$ cat src/rtl/regfile_read_arbiter.sv
`default_nettype none
// ============================================================================
// Module      : regfile_read_arbiter
// Description : Round-robin arbiter sharing one register-file read port
//               among four requesters; three-cycle IDLE/ADDR/RESP handshake.
// Revision    : 1.0 - initial release
// ============================================================================
module regfile_read_arbiter #(
    parameter int WIDTH = 4
) (
    input  logic             clk,
    input  logic             rst_n,
    input  logic [3:0]       req,
    input  logic [11:0]      req_addr,
    output logic [2:0]       ra,
    input  logic [WIDTH-1:0] rd_data,
    output logic [3:0]       ack,
    output logic [WIDTH-1:0] rdata,
    output logic             busy
);

    typedef enum logic [1:0] {
        S_IDLE = 2'd0,
        S_ADDR = 2'd1,
        S_RESP = 2'd2
    } state_t;

    state_t           r_state;
    state_t           w_state_nxt;
    logic [1:0]       r_ptr;
    logic [1:0]       w_ptr_nxt;
    logic [1:0]       r_winner;
    logic [1:0]       w_winner_nxt;
    logic [2:0]       w_ra_nxt;
    logic [3:0]       w_ack_nxt;
    logic [WIDTH-1:0] w_rdata_nxt;
    logic [1:0]       w_pick;

    // Scan from the farthest candidate back toward ptr so the nearest set
    // request at or above ptr (with wrap) is the last one written.
    always_comb begin
        w_pick = r_ptr;
        for (int k = 3; k >= 0; k--) begin
            if (req[r_ptr + 2'(k)]) begin
                w_pick = r_ptr + 2'(k);
            end
        end
    end

    always_comb begin
        w_state_nxt  = r_state;
        w_ptr_nxt    = r_ptr;
        w_winner_nxt = r_winner;
        w_ra_nxt     = ra;
        w_ack_nxt    = ack;
        w_rdata_nxt  = rdata;
        case (r_state)
            S_IDLE: begin
                w_ack_nxt = 4'b0000;
                if (|req) begin
                    w_winner_nxt = w_pick;
                    w_ra_nxt     = req_addr[3*w_pick +: 3];
                    w_state_nxt  = S_ADDR;
                end
            end
            S_ADDR: begin
                w_rdata_nxt = rd_data;
                w_ack_nxt   = 4'b0001 << r_winner;
                w_state_nxt = S_RESP;
            end
            S_RESP: begin
                w_ack_nxt   = 4'b0000;
                w_ptr_nxt   = r_winner + 2'd1;
                w_state_nxt = S_IDLE;
            end
            default: begin
                // Unreachable encoding: recover silently, never strobe ack.
                w_ack_nxt   = 4'b0000;
                w_state_nxt = S_IDLE;
            end
        endcase
    end

    always_ff @(posedge clk or negedge rst_n) begin
        if (!rst_n) begin
            r_state  <= S_IDLE;
            r_ptr    <= 2'd0;
            r_winner <= 2'd0;
            ra       <= 3'd0;
            ack      <= 4'b0000;
            rdata    <= '0;
        end else begin
            r_state  <= w_state_nxt;
            r_ptr    <= w_ptr_nxt;
            r_winner <= w_winner_nxt;
            ra       <= w_ra_nxt;
            ack      <= w_ack_nxt;
            rdata    <= w_rdata_nxt;
        end
    end

    assign busy = (r_state != S_IDLE);

endmodule
`default_nettype wire

$ cat config.mk
export PLATFORM = sky130hd
export DESIGN_NAME = regfile_read_arbiter
export DESIGN_NICKNAME = d
export VERILOG_FILES = /design/src/rtl/regfile_read_arbiter.sv
export SDC_FILE = /design/constraint.sdc
export NUM_CORES = 1
export LEC_CHECK = 0
export CAP_MARGIN = 40
export CORE_MARGIN = 2
export CORE_UTILIZATION = 38
export CTS_CLUSTER_SIZE = 40
export DETAILED_ROUTE_END_ITERATION = 16
export GPL_ROUTABILITY_DRIVEN = 1
export GPL_TIMING_DRIVEN = 0
export PLACE_DENSITY = 0.74
export SLEW_MARGIN = 20
export SYNTH_ARGS = -nofsm -noshare
export SYNTH_HDL_FRONTEND = slang
export SYNTH_SLANG_ARGS = --single-unit
$ cat constraint.sdc
create_clock -name clk -period 1.49 [get_ports clk]
set_clock_uncertainty 0.05 [all_clocks]
set_input_delay 0.298 -clock clk [delete_from_list [all_inputs] [get_ports clk]]
set_output_delay 0.298 -clock clk [all_outputs]
set_load 0.02 [all_outputs]
==> impl_metrics.yaml, run 1 <==
placement:
  port_buffers: 33
  detailed_place.area_um2: 1250
  pre_cts_ws_ns: -0.808
  dp_hpwl_um: 1370
  gp_congestion: 0.672
setup_path:
  critical_path_peak_fanout: 7
  timing.reg2reg.setup_slack_ns: -0.22
  required_ns: 1.64
  worstPathArrival_ns: 1.87
  worstSetupEndpointType: "flip-flop"
  worstSetupPathType: "in -> reg"
  start_kind: "primary input"
power:
  leakage_nw: 0.666
  design_power_total_mw: 2.43
  peakVddDrop_mv: 0.883
  pwrdens_nw_per_um2: 1800
synthesis:
  area_fraction_in_compound_gates_after_synthesis_pct: 15.7
  main_combinational_cell_family_by_area_after_synthesis: "simple AND/OR/NAND/NOR gates"
  seq_area_frac_synth_pct: 48.6
  netlist_instances: 78
  synth-adder-area-share_pct: 5.71
  xor_xnor_portion_of_the_synthesized_cell_area_pct: 0
  ys.flop_type: "dfrtp_1"
  number_of_register_bits_inferred_by_synthesis: 17
  synthArstFlopShare_pct: 100
  yosys.cell_count.top_type: "dfrtp_1"
  synth-simple-area-share_pct: 17.1
  yosysWarningCount: 0
  synth_top_cells_by_area: "dfrtp_1 (49%), mux2_2 (6.4%), ha_1 (5.7%)"
  ys_types: 30
  synth_edf_count: 0
  post_synth_mux_area_share_pct: 9.86
  fraction_of_synthesized_cell_area_taken_by_the_top_area_cell_type_pct: 48.6
  mappedNetlistArea_um2: 876
  post_synth.cell_area_avg_um2: 11.2
  netlist.top_cell.by_area: "dfrtp_1"
  postSynthNetCount: 104
  synth_top_cells_by_count: "dfrtp_1 (17), inv_1 (5), mux2_2 (5)"
clocking:
  clockBufferDepth: 2
  holdBufCountCts: 0
  cts_tree: "built"
  cts.sinks: 17
  clockRootBuffer: "clkbuf_4"
  clk-insertion-delay-late_ns: 0.29
  cts_htree_levels: 1
  numCtsBuffers: 3
  worst_setup_hold_path_clk_slew_ns: 0.10
sta:
  setup-violations-final: 4
  final_critical_path_setup_slack_ns: -0.225
  rsz0062_at_grt: "yes"
  timing.final.crit_period_ns: 1.72
  timing.slew.headroom_pct: 52.0
  finalHoldViolations: 0
  tightest_slew_ns: 0.717
  final_min_period_over_clock_period_pct: 115
  timing.final.max_slew_violations: 0
  fmaxAchievable_mhz: 583
floorplan:
  rows: 17
  floorplan.die.width_um: 52.0
  die_area_um2: 2710
  floorplan.initialDensity_pct: 40.0
  dieHeight_um: 52.0
  fp.coreArea_um2: 2190
  i_o_pin_total: 34
route:
  number_of_drc_markers_after_the_initial_detailed_route_iteration: 5
  ant_nets: 0
  detail_route.vias_per_cell: 4.92
  postRouteWirelength_um: 1910
  drt-pass1-iter-count: 4
  drc: 0
  detail_route.wl_per_cell_um: 12.7
  via_count: 743
global_route:
  grt_start_max_net_pins: 18
  grt_util_all_layers_pct: 16.2
  grt_overflow_total: 0
  vias_in_the_first_global_route: 738
  grt_antenna_before_repair: 0
  grt_pass1_wl_um: 3140
outcome:
  status: "finished with violations"
  violations: "negative setup slack"
cells_and_area:
  num-nets-final: 150
  diodes: 0
  areaGrowthSynthToFinish_pct: 54.1
  num-fill-cells: 195
  finish.instance_area_um2: 1350
  layout-drive-gt1-share_pct: 24.4
min_path:
  worstHoldPathType: "in -> async"
run:
  drv_cap: 0
-- sequential cells by signal, summed over array words and instances (netlist names) --
register / count
ra: 3
rdata: 4
ack: 4
r_state: 2
r_winner: 2
r_ptr: 2
-- final cells by class --
cell class	count	area, um^2	area share, %
tap	28	35.0	2.60
inverter	6	22.5	1.67
clock buffer	4	26.3	1.95
timing repair buffer	41	378	28.0
buffer	1	3.75	0.278
multi-input combinational	54	458	33.9
sequential	17	427	31.6
-- logic make-up (layout without fill, tap and decap cells) --
group	Yosys count	after routing
AO/OA/AOI/OAI	18	18
adder cells (fa/ha/maj)	4	4
buffers and inverters	7	52
flip-flops	17	17
multiplexers	8	8
AND/OR/NAND/NOR	24	24
-- metrics by stage --
step                util, %  TNS, ns  hold slack (ns)  instances
floorplan                 -   -0.299          -0.0476         78
detailed placement     56.9    -3.59            0.444        139
global placement       56.9    -3.50            0.441        139
CTS                    59.5   -0.816            0.405        146
global route           61.6    -1.09            0.435        151
finish                 61.6   -0.814            0.377        151
-- final timing paths --
check,from,to,cells after the start
setup reg to reg,r_ptr[1]$_DFFE_PN0N_,ra[2]$_DFFE_PN0P_,5
setup / recovery,req[1],ra[2]$_DFFE_PN0P_,5
hold reg to reg,rdata[1]$_DFFE_PN0P_,rdata[1]$_DFFE_PN0P_,1
hold / removal,rst_n,rdata[1]$_DFFE_PN0P_,1
max in group asynchronous,rst_n,r_ptr[1]$_DFFE_PN0N_,1
min in group clk,rdata[1]$_DFFE_PN0P_,rdata[1]$_DFFE_PN0P_,1
-- worst max-delay path, stage by stage --
cell	delay (ns)
clkdlybuf4s50_1	0.52
or4_4	0.59
and3_4	0.17
o211a_1	0.13
a211oi_2	0.15
-- metal layers --
metal | share of wire [%] | wire [um] | vias to the layer above | track usage, %
met3 | 2.9 | 56 | 0 | 3.74
met5 | 0 | 0 | - | 0
met2 | 54 | 1030 | 15 | 28.1
met1 | 43 | 822 | 355 | 18.5
li1 | - | - | 373 | -
met4 | 0 | 0 | 0 | 7.89
-- report_power, final --
| part | leakage, nW | total (mW) | switching (mW) | internal (mW) |
|---|---|---|---|---|
| Sequential | 0.207 | 0.805 | 0.131 | 0.674 |
| Clock | 0.0150 | 0.240 | 0.136 | 0.104 |
| Combinational | 0.444 | 1.38 | 0.673 | 0.709 |
-- placed cells by master (no fill, tap or decap) --
| cell | n |
|---|---|
| clkbuf_4 | 3 |
| mux2i_1 | 3 |
| buf_6 | 1 |
| o21ai_0 | 3 |
| dlygate4sd2_1 | 13 |
| and2_1 | 4 |
| a21oi_2 | 1 |
| inv_2 | 1 |
| nor4_1 | 1 |
| or2_4 | 2 |
| a2bb2oi_2 | 1 |
| clkdlybuf4s50_1 | 18 |
| and3_4 | 1 |
| dlymetal6s2s_1 | 1 |
| a21o_1 | 1 |
| o211a_1 | 4 |
| clkbuf_1 | 2 |
| ha_1 | 4 |
| o21ai_2 | 1 |
| dfrtp_2 | 1 |
| and3b_1 | 1 |
| dfrtp_1 | 16 |
| nand2b_1 | 2 |
| mux2_2 | 5 |
| nor2b_1 | 3 |
| a211oi_2 | 3 |
| nor3_1 | 1 |
| and2b_2 | 1 |
| or4_4 | 1 |
| inv_1 | 5 |
| buf_4 | 8 |
| nand2_1 | 3 |
| o211ai_1 | 1 |
| nor2_1 | 3 |
| o2111ai_1 | 3 |
| and2b_1 | 1 |
-- repair_timing --
action,in CTS,in global routing
gates resized for setup,24,3
cloned,0,0
buffers inserted,3,5
pin swaps,2,1
endpoints found under the setup margin,17,6
Power figures use the tool's default switching activity.
==> run 2, diff against run 1 <==
Settings changed: CORE_UTILIZATION 38 to 33, PLACE_DENSITY 0.74 to 0.66, SLEW_MARGIN 20 to not set.
==> run 2 against run 1 <==
The run still ends with negative setup slack left. Global-route usage decreased by 3.3 points. Utilization is 7.8 points lower. Non-clock buffer count fell by 2. Sequential share of layout area about the same. First-iteration DRC count shrank 60%. Hold slack worse by 0.0029 ns. Largest cell class unchanged. Combinational power shrank 3%. Power down 1.5%.
==> impl_metrics.yaml, run 2 (same netlist as run 1, synthesis figures left out) <==
global_route:
  grt_pass1_wl_um: 3160
  grt_util_all_layers_pct: 12.8
  grt_start_max_net_pins: 18
  grt_overflow_total: 0
  vias_in_the_first_global_route: 756
  grt_antenna_before_repair: 0
sta:
  fmaxAchievable_mhz: 592
  timing.final.max_slew_violations: 0
  rsz0062_at_grt: "yes"
  timing.final.crit_period_ns: 1.69
  tightest_slew_ns: 0.721
  hold_ws_ns: 0.374
  final_min_period_over_clock_period_pct: 113
  setup-violations-final: 4
  setup_total_negative_slack_ns: -0.711
  final_critical_path_setup_slack_ns: -0.200
  timing.slew.headroom_pct: 51.8
  finalHoldViolations: 0
floorplan:
  i_o_pin_total: 34
  die_area_um2: 3080
  floorplan.initialDensity_pct: 35.0
  floorplan.die.width_um: 55.5
  fp.coreArea_um2: 2500
  rows: 18
  dieHeight_um: 55.5
power:
  design_power_total_mw: 2.39
  peakVddDrop_mv: 0.888
  leakage_nw: 0.663
  pwrdens_nw_per_um2: 1780
cells_and_area:
  utilization_pct: 53.9
  mostFrequentLayoutCells: "dfrtp_1 (17), clkdlybuf4s50_1 (17), dlygate4sd2_1 (14)"
  layout-drive-gt1-share_pct: 24.0
  reg_top3: "ack x4, rdata x4, ra x3"
  num-fill-cells: 228
  areaGrowthSynthToFinish_pct: 53.7
  finish.instance_area_um2: 1350
  diodes: 0
  num-nets-final: 148
min_path:
  worstHoldPathType: "in -> async"
setup_path:
  timing.reg2reg.setup_slack_ns: -0.20
  setup.worst_path.end: "ra[2]$_DFFE_PN0P_"
  critPathMaxStageDelay_ns: 0.53
  required_ns: 1.66
  worstSetupStartpoint: "r_ptr[1]$_DFFE_PN0N_"
  start_kind: "flip-flop"
  regToRegStartpoint: "r_ptr[1]$_DFFE_PN0N_"
  worstSetupEndpointType: "flip-flop"
  worstPathArrival_ns: 1.86
  worstSetupPathDepth: 5
  critPathBufInv: 0
  worstSetupPathType: "reg -> reg"
  critical_path_peak_fanout: 3
  cell_count_of_the_worst_reg_to_reg_path: 5
  critPathSlowestCell: "or4_4"
  worst_path_dominant_cell_family: "simple AND/OR/NAND/NOR gates"
  cp_cell_sequence: "and3b_1, or4_4, and3_4, o211a_1, a211oi_2"
  reg2reg_to: "ra[2]$_DFFE_PN0P_"
route:
  postRouteWirelength_um: 1820
  detail_route.wl_per_cell_um: 12.1
  detail_route.vias_per_cell: 4.97
  ant_nets: 0
  drc: 0
  drt-pass1-iter-count: 3
  via_count: 751
  number_of_drc_markers_after_the_initial_detailed_route_iteration: 2
run:
  drv_cap: 0
clocking:
  clockRootBuffer: "clkbuf_4"
  cts_tree: "built"
  cts.sinks: 17
  clk-insertion-delay-late_ns: 0.29
  numCtsBuffers: 3
  clockBufferDepth: 2
  holdBufCountCts: 0
  worst_setup_hold_path_clk_slew_ns: 0.10
  cts_htree_levels: 1
outcome:
  status: "finished with violations"
  violations: "negative setup slack"
placement:
  dp_hpwl_um: 1340
  gp_congestion: 0.703
  port_buffers: 33
  detailed_place.area_um2: 1250
-- run 2: cell count changes in the layout (fill, tap and decap cells not counted), sizes merged --
cell and delta:
clkbuf -1, clkdlybuf4s50 -1, dlygate4sd2 +1, buf -2
clkinvlp +1
-- run 2: repair_timing --
| action | in CTS | in global routing |
|---|---|---|
| pin swaps | 3 | 1 |
| setup buffers | 5 | 1 |
| setup endpoints to repair | 17 | 6 |
| resized for setup | 25 | 3 |
-- run 2: how the worst min path moves through the flow --
stage | start | end | slack, ns | cells past startpoint
floorplan | rst_n | ack[0]$_DFF_PN0_ | -0.05 | 0
global placement | rdata[1]$_DFFE_PN0P_ | rdata[1]$_DFFE_PN0P_ | 0.44 | 1
detailed placement | rdata[0]$_DFFE_PN0P_ | rdata[0]$_DFFE_PN0P_ | 0.46 | 1
CTS | rst_n | ack[3]$_DFF_PN0_ | 0.40 | 1
global route | rst_n | ack[3]$_DFF_PN0_ | 0.43 | 1
finish | rst_n | ack[3]$_DFF_PN0_ | 0.37 | 1
-- run 2: cell type report --
| type | count | area (um^2) | area share, % |
|---|---|---|---|
| clock inverters | 1 | 7.51 | 0.558 |
| repair buffers | 39 | 362 | 26.9 |
| inverters | 6 | 22.5 | 1.67 |
| multi-input cells | 54 | 465 | 34.6 |
| clock buffers | 3 | 22.5 | 1.67 |
| flip-flops and latches | 17 | 425 | 31.6 |
| plain buffers | 1 | 3.75 | 0.279 |
| well taps | 30 | 37.5 | 2.79 |
-- run 2: where the power goes --
part | switching, mW | internal (mW)
Clock | 0.153 | 0.102
Combinational | 0.661 | 0.683
Sequential | 0.122 | 0.670
Total | 0.936 | 1.46
-- run 2: worst register-to-register path, stage by stage, from the launching register on --
cell	delay (ns)
dfrtp_1	0.41
and3b_1	0.18
or4_4	0.53
and3_4	0.18
o211a_1	0.13
a211oi_2	0.13
-- run 2: routing by layer --
| metal | wire [um] | GRT usage (%) | part of all wire (%) |
|---|---|---|---|
| met2 | 971 | 21.9 | 53 |
| met1 | 771 | 15.1 | 42 |
| met5 | 0 | 0 | 0 |
| met4 | 36 | 8.36 | 2.0 |
| met3 | 43 | 1.41 | 2.4 |
-- run 2: through the flow --
step | cells | worst slack [ns]
6_report | 151 | -0.200
4_1_cts | 150 | -0.185
3_5_place_dp | 141 | -0.782
5_1_grt | 151 | -0.256
3_3_place_gp | 141 | -0.746
2_1_floorplan | 78 | -0.105
==> run 3, diff against run 2 <==
Settings changed: CORE_UTILIZATION 33 to 25, PLACE_DENSITY 0.66 to not set.
==> run 3 against run 2 <==
Die area up 30%. Combinational power up 4%. Maximum frequency up 0.14%. Clock-buffer cell count unchanged. The flow still finishes with violations (negative setup slack). Hold slack better by 0.0078 ns. Non-clock buffer count up 1. First-iteration DRC count rose to 4.0 times the previous value. Register-to-register slack about the same.
==> impl_metrics.yaml, run 3 (same netlist as run 1, synthesis figures left out) <==
global_route:
  grt_start_max_net_pins: 18
  grt_antenna_before_repair: 0
  grt_util_all_layers_pct: 10.9
  grt_pass1_wl_um: 3530
  grt_overflow_total: 0
  vias_in_the_first_global_route: 838
setup_path:
  cp_cell_sequence: "and3b_1, or4_4, and3_4, o211a_1, a211oi_2"
  critPathSlowestCell: "or4_4"
  regToRegStartpoint: "r_ptr[1]$_DFFE_PN0N_"
  worstSetupEndpointType: "flip-flop"
  worstSetupPathType: "reg -> reg"
  worstSetupStartpoint: "r_ptr[1]$_DFFE_PN0N_"
  critical_path_peak_fanout: 3
  worstPathArrival_ns: 1.85
  critPathMaxStageDelay_ns: 0.53
  start_kind: "flip-flop"
  required_ns: 1.65
placement:
  gp_congestion: 0.712
  dp_hpwl_um: 1540
  dp_cell_count: 157
  port_buffers: 33
  pre_cts_ws_ns: -0.844
sta:
  hold_ws_ns: 0.382
  fmaxAchievable_mhz: 592
  final_critical_path_setup_slack_ns: -0.198
  rsz0062_at_grt: "yes"
  timing.slew.headroom_pct: 49.8
  tightest_slew_ns: 0.750
  timing.final.crit_period_ns: 1.69
  timing.final.max_slew_violations: 0
  finalHoldViolations: 0
  setup-violations-final: 5
  final_min_period_over_clock_period_pct: 113
floorplan:
  floorplan.initialDensity_pct: 26.0
  dieHeight_um: 63.2
  fp.coreArea_um2: 3360
  floorplan.die.width_um: 63.2
  i_o_pin_total: 34
  rows: 21
  die_area_um2: 3990
route:
  via_count: 770
  number_of_drc_markers_after_the_initial_detailed_route_iteration: 8
  drt-pass1-iter-count: 2
  detail_route.wl_per_cell_um: 12.5
  detail_route.vias_per_cell: 4.58
  postRouteWirelength_um: 2090
  drc: 0
  ant_nets: 0
clocking:
  cts_tree: "built"
  numCtsBuffers: 3
  worst_setup_hold_path_clk_slew_ns: 0.11
  clockRootBuffer: "clkbuf_4"
  cts_htree_levels: 1
  cts.sinks: 17
  clk-insertion-delay-late_ns: 0.30
  clockBufferDepth: 2
cells_and_area:
  layout-drive-gt1-share_pct: 24.6
  diodes: 0
  reg_top3: "ack x4, rdata x4, ra x3"
  finish.cell_count_without_fillers: 168
  mostFrequentLayoutCells: "clkdlybuf4s50_1 (18), dfrtp_1 (17), dlygate4sd2_1 (14)"
  num-nets-final: 149
  final_common_cell: "clkdlybuf4s50_1"
  areaGrowthSynthToFinish_pct: 56.6
outcome:
  status: "finished with violations"
  violations: "negative setup slack"
power:
  design_power_total_mw: 2.45
  peakVddDrop_mv: 0.595
  leakage_nw: 0.659
  pwrdens_nw_per_um2: 1780
run:
  drv_cap: 0
min_path:
  worstHoldPathType: "in -> async"
-- run 3: final cells by class --
| cell class | count | area [um^2] |
|---|---|---|
| flip-flops and latches | 17 | 425 |
| plain buffers | 1 | 3.75 |
| well taps | 46 | 57.6 |
| inverters | 6 | 22.5 |
| fillers | 368 | 1990 |
| multi-input cells | 54 | 465 |
| clock inverters | 1 | 7.51 |
| clock buffers | 3 | 22.5 |
| repair buffers | 40 | 367 |
-- run 3: worst max-delay path, delay by kind of cell, from the launching register on --
family / cells / cell delay, ns
AND/OR/NAND/NOR: 3 / 0.88
AO/OA/AOI/OAI: 2 / 0.27
flip-flops: 1 / 0.41
-- run 3: what timing repair did --
action / 4_1_cts / 5_1_grt
gates resized for setup: 25 / 3
pin swaps: 4 / 0
cloned: 0 / 0
buffers inserted: 6 / 1
endpoints found under the setup margin: 17 / 6
hold buffers: 0 / 0
-- run 3: layer usage --
layer	vias to the layer above	wire (um)	GRT usage, %
met5	-	0	0
met4	0	62	6.79
met3	6	91	1.43
met2	20	1070	19.0
met1	373	874	12.6
li1	371	-	-
-- run 3: power by group --
part           internal (mW)  leakage, nW  switching (mW)
Sequential             0.671        0.208           0.123
Clock                  0.102       0.0139           0.155
Combinational          0.704        0.437           0.692
-- run 3: per-stage QoR --
stage	instance area, um^2	TNS, ns	utilization (%)
finish	1370	-0.717	40.8
global route	1370	-1.13	40.8
CTS	1360	-0.710	40.4
detailed placement	1270	-3.66	37.7
global placement	1270	-3.46	37.7
floorplan	881	-0.299	-
-- run 3: worst paths after layout --
kind                                         to  slack (ns)  cells past startpoint
setup / recovery              ra[0]$_DFFE_PN0P_       -0.20                      5
hold / removal                 ack[3]$_DFF_PN0_        0.38                      1
setup reg to reg              ra[0]$_DFFE_PN0P_       -0.20                      5
hold reg to reg            rdata[0]$_DFFE_PN0P_        0.46                      1
max in group asynchronous     ra[1]$_DFFE_PN0P_        0.53                      1
min in group clk           rdata[0]$_DFFE_PN0P_        0.46                      1
